<file path="src/rtl/isa_pkg.sv">
// Shared fetch-sequencer state and instruction-format constants for the
// instruction register, its field decoder and the multicycle controller.
package isa_pkg;

  typedef enum logic [1:0] {IDLE, REQ, HOLD} fetch_state_t;

  localparam int DEF_BYTE_W  = 8;
  localparam int DEF_OPC_W   = 4;
  localparam int DEF_ADDR_W  = 13;
  localparam int ACC_FIELD_W = 2;

endpackage

</file>
<file path="src/rtl/instr_field_decode.sv">
// Combinational slicing of an instruction word into its opcode, address,
// immediate-data and accumulator-select fields.
module instr_field_decode
  import isa_pkg::*;
#(
  parameter int INSTR_W = 16,
  parameter int BYTE_W  = DEF_BYTE_W,
  parameter int OPC_W   = DEF_OPC_W,
  parameter int ADDR_W  = DEF_ADDR_W
) (
  input  logic [INSTR_W-1:0]     word_i,
  output logic [OPC_W-1:0]       opcode_o,
  output logic [ADDR_W-1:0]      addr_o,
  output logic [BYTE_W-1:0]      data_o,
  output logic [ACC_FIELD_W-1:0] acc_dst_o,
  output logic [ACC_FIELD_W-1:0] acc_src_o
);

  assign opcode_o  = word_i[INSTR_W-1 -: OPC_W];
  assign addr_o    = word_i[ADDR_W-1:0];
  assign data_o    = word_i[INSTR_W-1 -: BYTE_W];
  // Accumulator selects sit directly below the opcode, destination first.
  assign acc_dst_o = word_i[INSTR_W-OPC_W-1 -: ACC_FIELD_W];
  assign acc_src_o = word_i[INSTR_W-OPC_W-1-ACC_FIELD_W -: ACC_FIELD_W];

endmodule

</file>
<file path="src/rtl/instr_assembler.sv">
// Instruction register with a byte-serial fetch sequencer: packs memory bytes
// MS-byte-first into a word and hands it to the controller via valid/ack.
module instr_assembler
  import isa_pkg::*;
#(
  parameter int BYTE_W = DEF_BYTE_W,
  parameter int BYTES  = 2,
  parameter int OPC_W  = DEF_OPC_W,
  parameter int ADDR_W = DEF_ADDR_W,
  parameter logic [(1<<OPC_W)-1:0] SHORT_OPC_MASK = '0,
  localparam int INSTR_W = BYTE_W * BYTES,
  localparam int IDX_W   = (BYTES > 1) ? $clog2(BYTES) : 1
) (
  input  logic                   clk,
  input  logic                   rst,
  input  logic                   fetch_start,
  input  logic                   flush,
  output logic                   byte_req,
  output logic [IDX_W-1:0]       byte_idx,
  input  logic [BYTE_W-1:0]      byte_in,
  input  logic                   byte_valid,
  output logic                   fetch_busy,
  output logic                   instr_valid,
  input  logic                   instr_ack,
  output logic [INSTR_W-1:0]     instr_out,
  output logic [IDX_W:0]         instr_len,
  output logic [OPC_W-1:0]       opcode_out,
  output logic [ADDR_W-1:0]      addr_out,
  output logic [BYTE_W-1:0]      data_out,
  output logic [ACC_FIELD_W-1:0] acc_dst,
  output logic [ACC_FIELD_W-1:0] acc_src
);

  if (OPC_W + 2*ACC_FIELD_W > INSTR_W) begin : g_chk_acc
    $error("instr_assembler: OPC_W+4 must not exceed BYTE_W*BYTES");
  end
  if (OPC_W > BYTE_W) begin : g_chk_opc
    $error("instr_assembler: OPC_W must not exceed BYTE_W");
  end
  if (ADDR_W > INSTR_W) begin : g_chk_addr
    $error("instr_assembler: ADDR_W must not exceed INSTR_W");
  end

  fetch_state_t       state_q;
  logic [INSTR_W-1:0] word_q, word_d;
  logic [IDX_W-1:0]   cnt_q;
  logic [IDX_W:0]     len_q;
  logic               busy_q, valid_q;
  logic               last_byte, short_byte;

  assign last_byte  = (cnt_q == IDX_W'(BYTES-1));
  // Opcode lives in the top of byte 0, so shortness is known on its arrival.
  assign short_byte = (cnt_q == '0) && SHORT_OPC_MASK[byte_in[BYTE_W-1 -: OPC_W]];

  always_comb begin
    word_d = word_q;
    for (int i = 0; i < BYTES; i++)
      if (cnt_q == IDX_W'(i)) word_d[INSTR_W-1-i*BYTE_W -: BYTE_W] = byte_in;
  end

  always_ff @(posedge clk or posedge rst) begin
    if (rst) begin
      state_q <= IDLE;
      word_q  <= '0;
      cnt_q   <= '0;
      len_q   <= '0;
      busy_q  <= 1'b0;
      valid_q <= 1'b0;
    end else if (flush) begin
      state_q <= IDLE;
      word_q  <= '0;
      cnt_q   <= '0;
      len_q   <= '0;
      busy_q  <= 1'b0;
      valid_q <= 1'b0;
    end else begin
      case (state_q)
        IDLE: if (fetch_start) begin
          state_q <= REQ;
          word_q  <= '0;
          cnt_q   <= '0;
          busy_q  <= 1'b1;
        end
        REQ: if (byte_valid) begin
          word_q <= word_d;
          if (last_byte || short_byte) begin
            state_q <= HOLD;
            busy_q  <= 1'b0;
            valid_q <= 1'b1;
            len_q   <= short_byte ? (IDX_W+1)'(1) : (IDX_W+1)'(BYTES);
          end else begin
            cnt_q <= cnt_q + 1'b1;
          end
        end
        HOLD: if (instr_ack) begin
          valid_q <= 1'b0;
          if (fetch_start) begin
            state_q <= REQ;
            word_q  <= '0;
            cnt_q   <= '0;
            busy_q  <= 1'b1;
          end else begin
            state_q <= IDLE;
          end
        end
        default: state_q <= IDLE;
      endcase
    end
  end

  assign byte_req    = busy_q;
  assign fetch_busy  = busy_q;
  assign instr_valid = valid_q;
  assign byte_idx    = cnt_q;
  assign instr_out   = word_q;
  assign instr_len   = len_q;

  instr_field_decode #(
    .INSTR_W(INSTR_W), .BYTE_W(BYTE_W), .OPC_W(OPC_W), .ADDR_W(ADDR_W)
  ) u_dec (
    .word_i   (word_q),
    .opcode_o (opcode_out),
    .addr_o   (addr_out),
    .data_o   (data_out),
    .acc_dst_o(acc_dst),
    .acc_src_o(acc_src)
  );

endmodule

</file>
<file path="config.mk">
export PLATFORM = sky130hd
export DESIGN_NAME = instr_assembler
export DESIGN_NICKNAME = d
export VERILOG_FILES = /design/src/rtl/isa_pkg.sv /design/src/rtl/instr_field_decode.sv /design/src/rtl/instr_assembler.sv
export SDC_FILE = /design/constraint.sdc
export NUM_CORES = 1
export LEC_CHECK = 0
export ABC_AREA = 0
export ABC_CLOCK_PERIOD_IN_PS = 4040
export CORE_MARGIN = 2
export CORE_UTILIZATION = 44
export CTS_BUF_LIST = sky130_fd_sc_hd__clkbuf_4
export CTS_CLUSTER_DIAMETER = 40
export DETAILED_ROUTE_END_ITERATION = 7
export GPL_TIMING_DRIVEN = 0
export PLACE_DENSITY = 0.87
export SLEW_MARGIN = 30
export SYNTH_ARGS = -nofsm -noshare
export SYNTH_HDL_FRONTEND = slang
export SYNTH_SLANG_ARGS = --single-unit
</file>
<file path="constraint.sdc">
create_clock -name clk -period 4.04 [get_ports clk]
set_clock_uncertainty 0.15 [all_clocks]
set_input_delay 0.606 -clock clk [delete_from_list [all_inputs] [get_ports clk]]
set_output_delay 0.606 -clock clk [all_outputs]
set_load 0.01 [all_outputs]
</file>
Word-level counts from Yosys, hierarchy flattened --
Memories as Yosys holds them, arrays and structs flattened. Index checks and enable logic that the tools add are counted.
Storage, ports and cells: input port bits 14, memories 1, output and inout port bits 51, register bits after elaboration 23, bits in read-only memories 16
Operators by class: bitwise operators 1, add/subtract/negate cells 1, reduce and logical (&&, ||, !) cells 15, muxes and demuxes 37, eq/ne operators 9, magnitude comparators 1
Memory list:
- (no name shown) | depth 16, bits a word 1, rd ports 1, clocked after memory_dff 0, wr ports 0, line instr_assembler.sv:53 | assign short_byte = (cnt_q == '0) && SHORT_OPC_MASK[byte_in[BYTE_W-1 -: OPC_W]];
Operators with widths (count):
- two-way mux 16 bit | 4
- case mux 16 bit (3 select lines) | 1
- AND reduction 4 bit | 6
- != test 3 bit (second input constant) | 7
- two-way mux 2 bit | 10
- two-way mux 1 bit | 16
- two-way mux 8 bit | 2
- case mux 1 bit (3 select lines) | 2
- case mux 2 bit (3 select lines) | 1
- nonzero test 2 bit | 3
- less-than comparator 4 x 5 -> 1 bit (second input constant) | 1
- nonzero test 4 bit | 1
- AND reduction 3 bit | 1
- nonzero test 3 bit | 1
- equality test 2 x 1 -> 1 bit (second input constant) | 1
- equality test 2 bit (second input constant) | 1
- zero test 2 bit | 1
- case mux 1 bit (2 select lines) | 1
- adder 1 bit (second input constant) | 1
- logical AND 1 bit | 1
- logical OR 1 bit | 1
- inverter 1 bit | 1

Depth between registers and ports, before layout --
Gate-level depths: netlist (run 1).
word-level depth 8, depth in mapped cells 5, mapped depth without buffers 4

Cells and area by module --
From an unflattened synthesis (run 1), not the netlist that was laid out.
Second synthesis, totals: cell total of the unflattened synthesis 101, area, all modules 1163.6 sq um
By module, submodules not included:
- instr_assembler | times used 1, area an instance 945.9 sq um, cells an instance 72, seq. area each 550.5 sq um
- instr_field_decode | times used 1, area an instance 217.7 sq um, cells an instance 29, seq. area each 0.0 sq um

Worst setup path after synthesis (run 1) --
Ideal clock, no wire load.
path type input to register, start input instr_ack, end register word_q[0], in the netlist instr_out[0], setup slack 2.211 ns, stages 5, arrival 1.554 ns, library setup time 0.125 ns, path through nand2b_1 > a21oi_2 > nor2b_1 > buf_6 > mux2_4
Between the ends: word-level cells in the longest chain between the ends 2
Ends and longest elaborated chain:
- start, declared | line instr_assembler.sv:24 | input logic instr_ack,
- != test 3 bit (no source line)
- AND reduction 4 bit (no source line)
- end signal, assigned | line instr_assembler.sv:85 | word_q <= word_d;
- end, declared | line instr_assembler.sv:45 | logic [INSTR_W-1:0] word_q, word_d;
No other way between the ends. A chain may end at the register's enable or synchronous reset.

Final worst setup path (run 1) --
start register word_q[11], in the netlist instr_out[11], end output instr_out[11]
RTL lines:
- end, declared | line instr_assembler.sv:25 | output logic [INSTR_W-1:0] instr_out,
No word-level cell between the ends.

==> results of run 1 <==
where the power goes:
part           internal (mW)  total, mW  leakage [nW]  switching [mW]
Clock                 0.0347     0.0948        0.0138          0.0602
Sequential             0.234      0.250         0.299          0.0161
Combinational          0.114      0.177         0.603          0.0625
Total                  0.383      0.521         0.915           0.139
Yosys cell counts (all sizes together):
| cell | instances |
|---|---|
| o31a | 1 |
| clkbuf | 1 |
| conb | 1 |
| buf | 33 |
| o2bb2ai | 1 |
| nor2 | 10 |
| and2 | 8 |
| inv | 2 |
| o22a | 1 |
| o41ai | 1 |
| nand2 | 2 |
| a21oi | 4 |
| nand2b | 3 |
| o21a | 1 |
| o21ai | 1 |
| nor2b | 2 |
| mux2 | 16 |
| a2bb2oi | 1 |
| dfrtp | 22 |
worst max-delay path, stage by stage (launching register included):
cell             delay, ns
dfrtp_1               0.45
buf_4                 0.14
clkdlybuf4s50_1       0.52
layer usage:
layer	share of wire	vias to the layer above	global-route usage
li1	-	464	-
met2	0.50	50	0.315
met4	0	0	0.0299
met3	0.094	0	0.0402
met1	0.40	465	0.219
met5	0	-	0
cell usage in the layout (no fill, tap or decap), types with 2 or more instances in the layout:
master	instances
nand2_1	2
a21oi_1	3
inv_1	2
nor2_1	9
buf_6	2
clkbuf_4	3
nor2b_1	2
buf_4	31
clkdlybuf4s50_1	62
nand2b_1	2
and2_1	8
mux2_4	16
dfrtp_1	22
area by class of cell:
cell class              instances  area share
plain buffers                  34       0.133
clock buffers                   3      0.0115
inverters                       2     0.00384
multi-input cells              53       0.233
flip-flops and latches         22       0.282
well taps                      31      0.0198
repair buffers                 62       0.318
worst paths after layout:
kind,startpoint,depth (start not counted),slack (ns),endpoint
max,instr_out[11],2,1.88,instr_out[11]
min,instr_len[1],2,0.37,instr_len[1]
max reg2reg,state_q[0],5,2.30,instr_out[1]
min reg2reg,instr_len[1],2,0.37,instr_len[1]
max in group asynchronous,rst,2,2.63,instr_out[4]
min in group asynchronous,rst,2,0.60,state_q[0]
registers in the layout, summed over array words and instances, names as in the netlist:
name,flops
instr_len,1
instr_valid,1
byte_req,1
state_q,2
instr_out,16
byte_idx,1
kinds of logic (layout without fill, tap and decap cells):
| family | Yosys count | in the layout |
|---|---|---|
| and+or+nand+nor | 25 | 25 |
| muxes | 16 | 16 |
| DFF | 22 | 22 |
| AOI/OAI and AO/OA | 11 | 11 |
| other | 1 | 1 |
| buffers and inverters | 36 | 101 |
per-stage QoR:
step                      cell area [µm²]  instances  setup slack [ns]  hold WS, ns
after floorplan                      1270        111              2.21        0.385
after global placement               1930        204              1.70        0.338
after detailed placement             1930        204              1.66        0.348
after CTS                            1950        207              1.87        0.378
after global routing                 1950        207              1.78        0.429
final                                1950        207              1.88        0.373
==> summary.txt, run 1 <==
Status
  • Status: finished, final reports clean

Logic synthesis
  • Post-synthesis register bit count: 22
  • Post-synth top area share: 0.433
  • Distinct cells, synth: 23
  • Leading post-synthesis cells by cell area: dfrtp_1, mux2_4, buf_4
  • Synth warn: 0
  • Post-Syn Area: 1270 µm²
  • Compound-Gate Fraction of Synth Area: 0.0629
  • Largest family of logic cells by synthesized area: buffers and inverters
  • Syn Nets: 125
  • Xor/xnor share of the synthesized area: 0
  • Post-synth top area cell: dfrtp_1
  • Syn Area/Cell: 11.5 µm²
  • Post-synthesis mux area share: 0.189
  • Post-Syn Instances: 111
  • Post-synthesis simple-gate area fraction: 0.103
  • Post-Synth Adder-Cell Area: 0
  • Sequential fraction of the synthesis area: 0.433

Cells and area
  • Seq. cell area: 551 µm²
  • Ant diodes: 0
  • Final net count: 192
  • Area growth, synth to finish: 53.6%
  • Layout cells sized above 1: 0.313
  • Filler cells: 211
  • Final Core Density: 0.709
  • Multi-input logic area: 455 µm²

Setup path
  • Worst endpoint required time: 3.28 ns
  • Critical path class: register to output port
  • CP max FO: 5
  • Crit path DAT: 1.40 ns
  • CP startpoint kind: register
  • CP Capture Type: output port

Pwr
  • P per Cell Area: 267 nW/µm²
  • Max IR drop VDD: 0.185 mV
  • Leak: 0.915 nW
  • Total chip power: 0.521 mW

GRT
  • GRT Total Usage: 0.176
  • Largest net degree at the start of global routing: 23
  • GRT Residual Overflow: 0
  • Vias in the first global route: 961
  • Initial antenna violation count: 0
  • Global-route wire length before repair: 4620 µm

CTS
  • Later-pin clock latency in the skew report: 0.29 ns
  • Clock-pin slew on the worst setup and hold paths: 0.11 ns
  • CTS resizes: 0
  • # H-tree levels: 1
  • TritonCTS clock tree: built
  • CTS root buffer: clkbuf_4
  • # Post-CTS Setup Buffers: 0
  • CTS max path bufs: 2
  • Hold Buf Count CTS: 0
  • CTS Buf Count: 3
  • Clock Sinks: 22

Timing
  • Final setup viols: 0
  • Final hold viol count: 0
  • Setup tns final: 0 ns
  • Unrepaired setup endpoints after global routing: no
  • Max Freq: 464 MHz
  • Clock period minus worst slack: 2.16 ns
  • Fin crit share: 0.533
  • Slew Limit Fails: 0
  • Worst Tran Pin Value: 0.813 ns
  • Worst slew margin: 0.457

Routing
  • Drt drc: 0
  • Total wire length: 2720 µm
  • Final antenna-violating net count: 0
  • Via density: 4.73
  • DRT Pass-1 Iters: 4
  • WL/cell: 13.2 µm
  • Initial drt markers: 10
  • Via Count: 979

Die
  • Site Rows: 19
  • Die width: 57.8 µm
  • Core footprint: 2760 µm²
  • I/O pins: 65
  • Die area: 3340 µm²
  • Die Ht: 57.8 µm
  • Initial Util: 0.461

Job
  • Max-Cap Viols: 0

Worst hold path
  • Hold Crit Class: register to register

Placed design
  • Port bufs: 62
  • Post-detail-place hpwl: 2180 µm
  • Gpl congestion: 0.684
(Power assumes the default switching activity.)
==> run 2, diff against run 1 <==
- ABC_CLOCK_PERIOD_IN_PS: 4040 -> 1820
- CORE_UTILIZATION: 44 -> 37
- PLACE_DENSITY: 0.87 -> 0.78
- clock period: 4.04 -> 1.82 ns (I/O delays scaled with it)
==> summary.txt, run 2 (synthesis gave the netlist of run 1 again) <==
Pwr
  • Max IR drop VDD: 0.311 mV (+68%)
  • P_sw: 0.337 mW (+140%)
  • Sw Ratio: 0.251 (-0.0147)
  • Total chip power: 1.34 mW (+160%)
  • Comb pwr share: 0.306 (-0.033)
  • Share of power burned in registers: 0.411 (-0.069)
  • Leak: 1.19 nW (+30%)
  • Clock share of power: 0.283 (+0.101)
  • Cell Int Power: 1.00 mW (+160%)
  • P per Cell Area: 638 nW/µm² (+140%)

Cells and area
  • Most frequent cells in the layout: clkdlybuf4s50_1, buf_4, dfrtp_1
  • Commonest non-fill, non-tap cell in the layout: clkdlybuf4s50_1
  • Layout cells sized above 1: 0.356 (+0.0439)
  • Filler cells: 259 (+23%)
  • Final net count: 203 (+5.7%)
  • Final instance area: 2100 µm² (+7.6%)
  • Area growth, synth to finish: 65.2%
  • Ant diodes: 0 (unchanged)
  • Max reg flops: 16 (unchanged)

Routing
  • Via density: 4.36 (-7.7%)
  • Via Count: 1021 (+4.3%)
  • Final antenna-violating net count: 0 (unchanged)
  • Drt drc: 0 (unchanged)
  • DRT Pass-1 Iters: 4 (unchanged)
  • Total wire length: 3100 µm (+14%)
  • Initial drt markers: 17 (+7)
  • WL/cell: 13.2 µm (+0.71%)

Timing
  • Fin crit share: 0.989
  • Worst hold slack: 0.177 ns (-0.196 ns)
  • Final hold viol count: 0 (unchanged)
  • Final setup viols: 0 (unchanged)
  • Max Freq: 556 MHz
  • Setup tns final: 0 ns (unchanged)
  • Clock period minus worst slack: 1.80 ns
  • Slew Limit Fails: 0 (unchanged)
  • Worst slew margin: 0.436 (-0.0216)
  • Worst Tran Pin Value: 0.846 ns (+0.0324 ns)

CTS
  • Clock Sinks: 22 (unchanged)
  • TritonCTS clock tree: built
  • CTS Buf Count: 3 (unchanged)
  • CTS root buffer: clkbuf_4
  • CTS max path bufs: 2 (unchanged)
  • Hold Buf Count CTS: 0 (unchanged)
  • Later-pin clock latency in the skew report: 0.31 ns (+0.02 ns)
  • # H-tree levels: 1 (unchanged)
  • Clock-pin slew on the worst setup and hold paths: 0.12 ns (about the same)

Job
  • Max-Cap Viols: 0 (unchanged)

Die
  • Core footprint: 3310 µm² (+20%)
  • Die area: 3920 µm² (+18%)
  • Die width: 62.6 µm (+8.4%)
  • Die Ht: 62.6 µm (+8.4%)
  • Initial Util: 0.384 (-0.0771)
  • Site Rows: 21 (+2)
  • I/O pins: 65 (unchanged)

GRT
  • GRT Residual Overflow: 0 (unchanged)
  • Largest net degree at the start of global routing: 23 (unchanged)
  • Global-route wire length before repair: 4690 µm (+1.6%)
  • GRT Total Usage: 0.151 (-0.0250)
  • Initial antenna violation count: 0 (unchanged)
  • Vias in the first global route: 1022 (+6.3%)

Setup path
  • CP Capture Type: output port
  • CP bufs+invs: 2 (unchanged)
  • Crit path DAT: 1.38 ns (-0.02 ns)
  • CP max FO: 3 (-2)
  • Critical path class: register to output port
  • Cells along the critical path: buf_4 > clkdlybuf4s50_1
  • Worst endpoint required time: 1.40 ns (-1.88 ns)
  • Worst path slowest cell: clkdlybuf4s50_1
  • CP startpoint kind: register
  • Critical Path Max Stage Delay: 0.53 ns (about the same)
  • Family with the most delay on the worst path: buffers and inverters

Placed design
  • Placed cell area: 1950 µm² (+0.97%)
  • Gpl congestion: 0.706 (+3.2%)
  • Port bufs: 62 (unchanged)
  • Post-detail-place hpwl: 2250 µm (+3.1%)

Status
  • Status: finished, final reports clean

Worst hold path
  • Hold Crit Class: input pin to register
-- run 2: cell types whose count changed in the layout (fill, tap and decap cells not counted) --
cell,delta
bufinv_16,+1
clkdlybuf4s50_1,-17
dlygate4sd2_1,+7
buf_4,+11
dlymetal6s2s_1,+10
-- run 2: path summary, 6_finish.rpt --
kind,from,end,slack [ns],depth (start not counted)
max reg2reg,state_q[0],instr_out[5],0.10,5
min in group asynchronous,rst,instr_out[3],0.27,2
min reg2reg,instr_len[1],instr_len[1],0.39,2
min,flush,state_q[1],0.18,2
max,instr_out[0],instr_out[0],0.02,2
max in group asynchronous,rst,byte_req,0.73,2
-- run 2: area by class of cell --
class                   count  area [µm²]  share of cell area
clock inverters             1        30.0              0.0143
flip-flops and latches     22         551               0.262
plain buffers              34         259               0.123
multi-input cells          53         455               0.217
well taps                  46        57.6              0.0274
inverters                   2        7.51             0.00357
repair buffers             73         719               0.342
clock buffers               3        22.5              0.0107
-- run 2: power by group through the flow --
| stage | Combinational, mW | Sequential [mW] | Clock (mW) |
|---|---|---|---|
| 3_3_place_gp | 0.388 | 0.561 | 0 |
| 5_1_grt | 0.437 | 0.557 | 0.402 |
| 4_1_cts | 0.403 | 0.553 | 0.383 |
| 2_1_floorplan | 0.197 | 0.570 | 0 |
| 6_report | 0.410 | 0.551 | 0.380 |
| 3_5_place_dp | 0.396 | 0.563 | 0 |
-- run 2: what timing repair did --
action | in CTS | in global routing
endpoints found under the setup margin | 12 | 15
setup buffers | 6 | 5
gates resized for setup | 7 | 10
-- run 2: through the flow --
step	utilization	cells	worst slack (ns)
after floorplan	-	111	0.258
after global placement	0.589	219	-0.217
after CTS	0.616	229	0.00410
after detailed placement	0.589	219	-0.249
after global routing	0.635	234	-0.0255
final	0.635	234	0.0201
-- run 2: per-layer routing --
| metal | track usage | vias to the layer above | part of all wire |
|---|---|---|---|
| met3 | 0.0414 | 4 | 0.069 |
| met4 | 0.0417 | 0 | 0.010 |
| met1 | 0.161 | 484 | 0.40 |
| li1 | - | 487 | - |
| met5 | 0 | - | 0 |
| met2 | 0.288 | 46 | 0.53 |
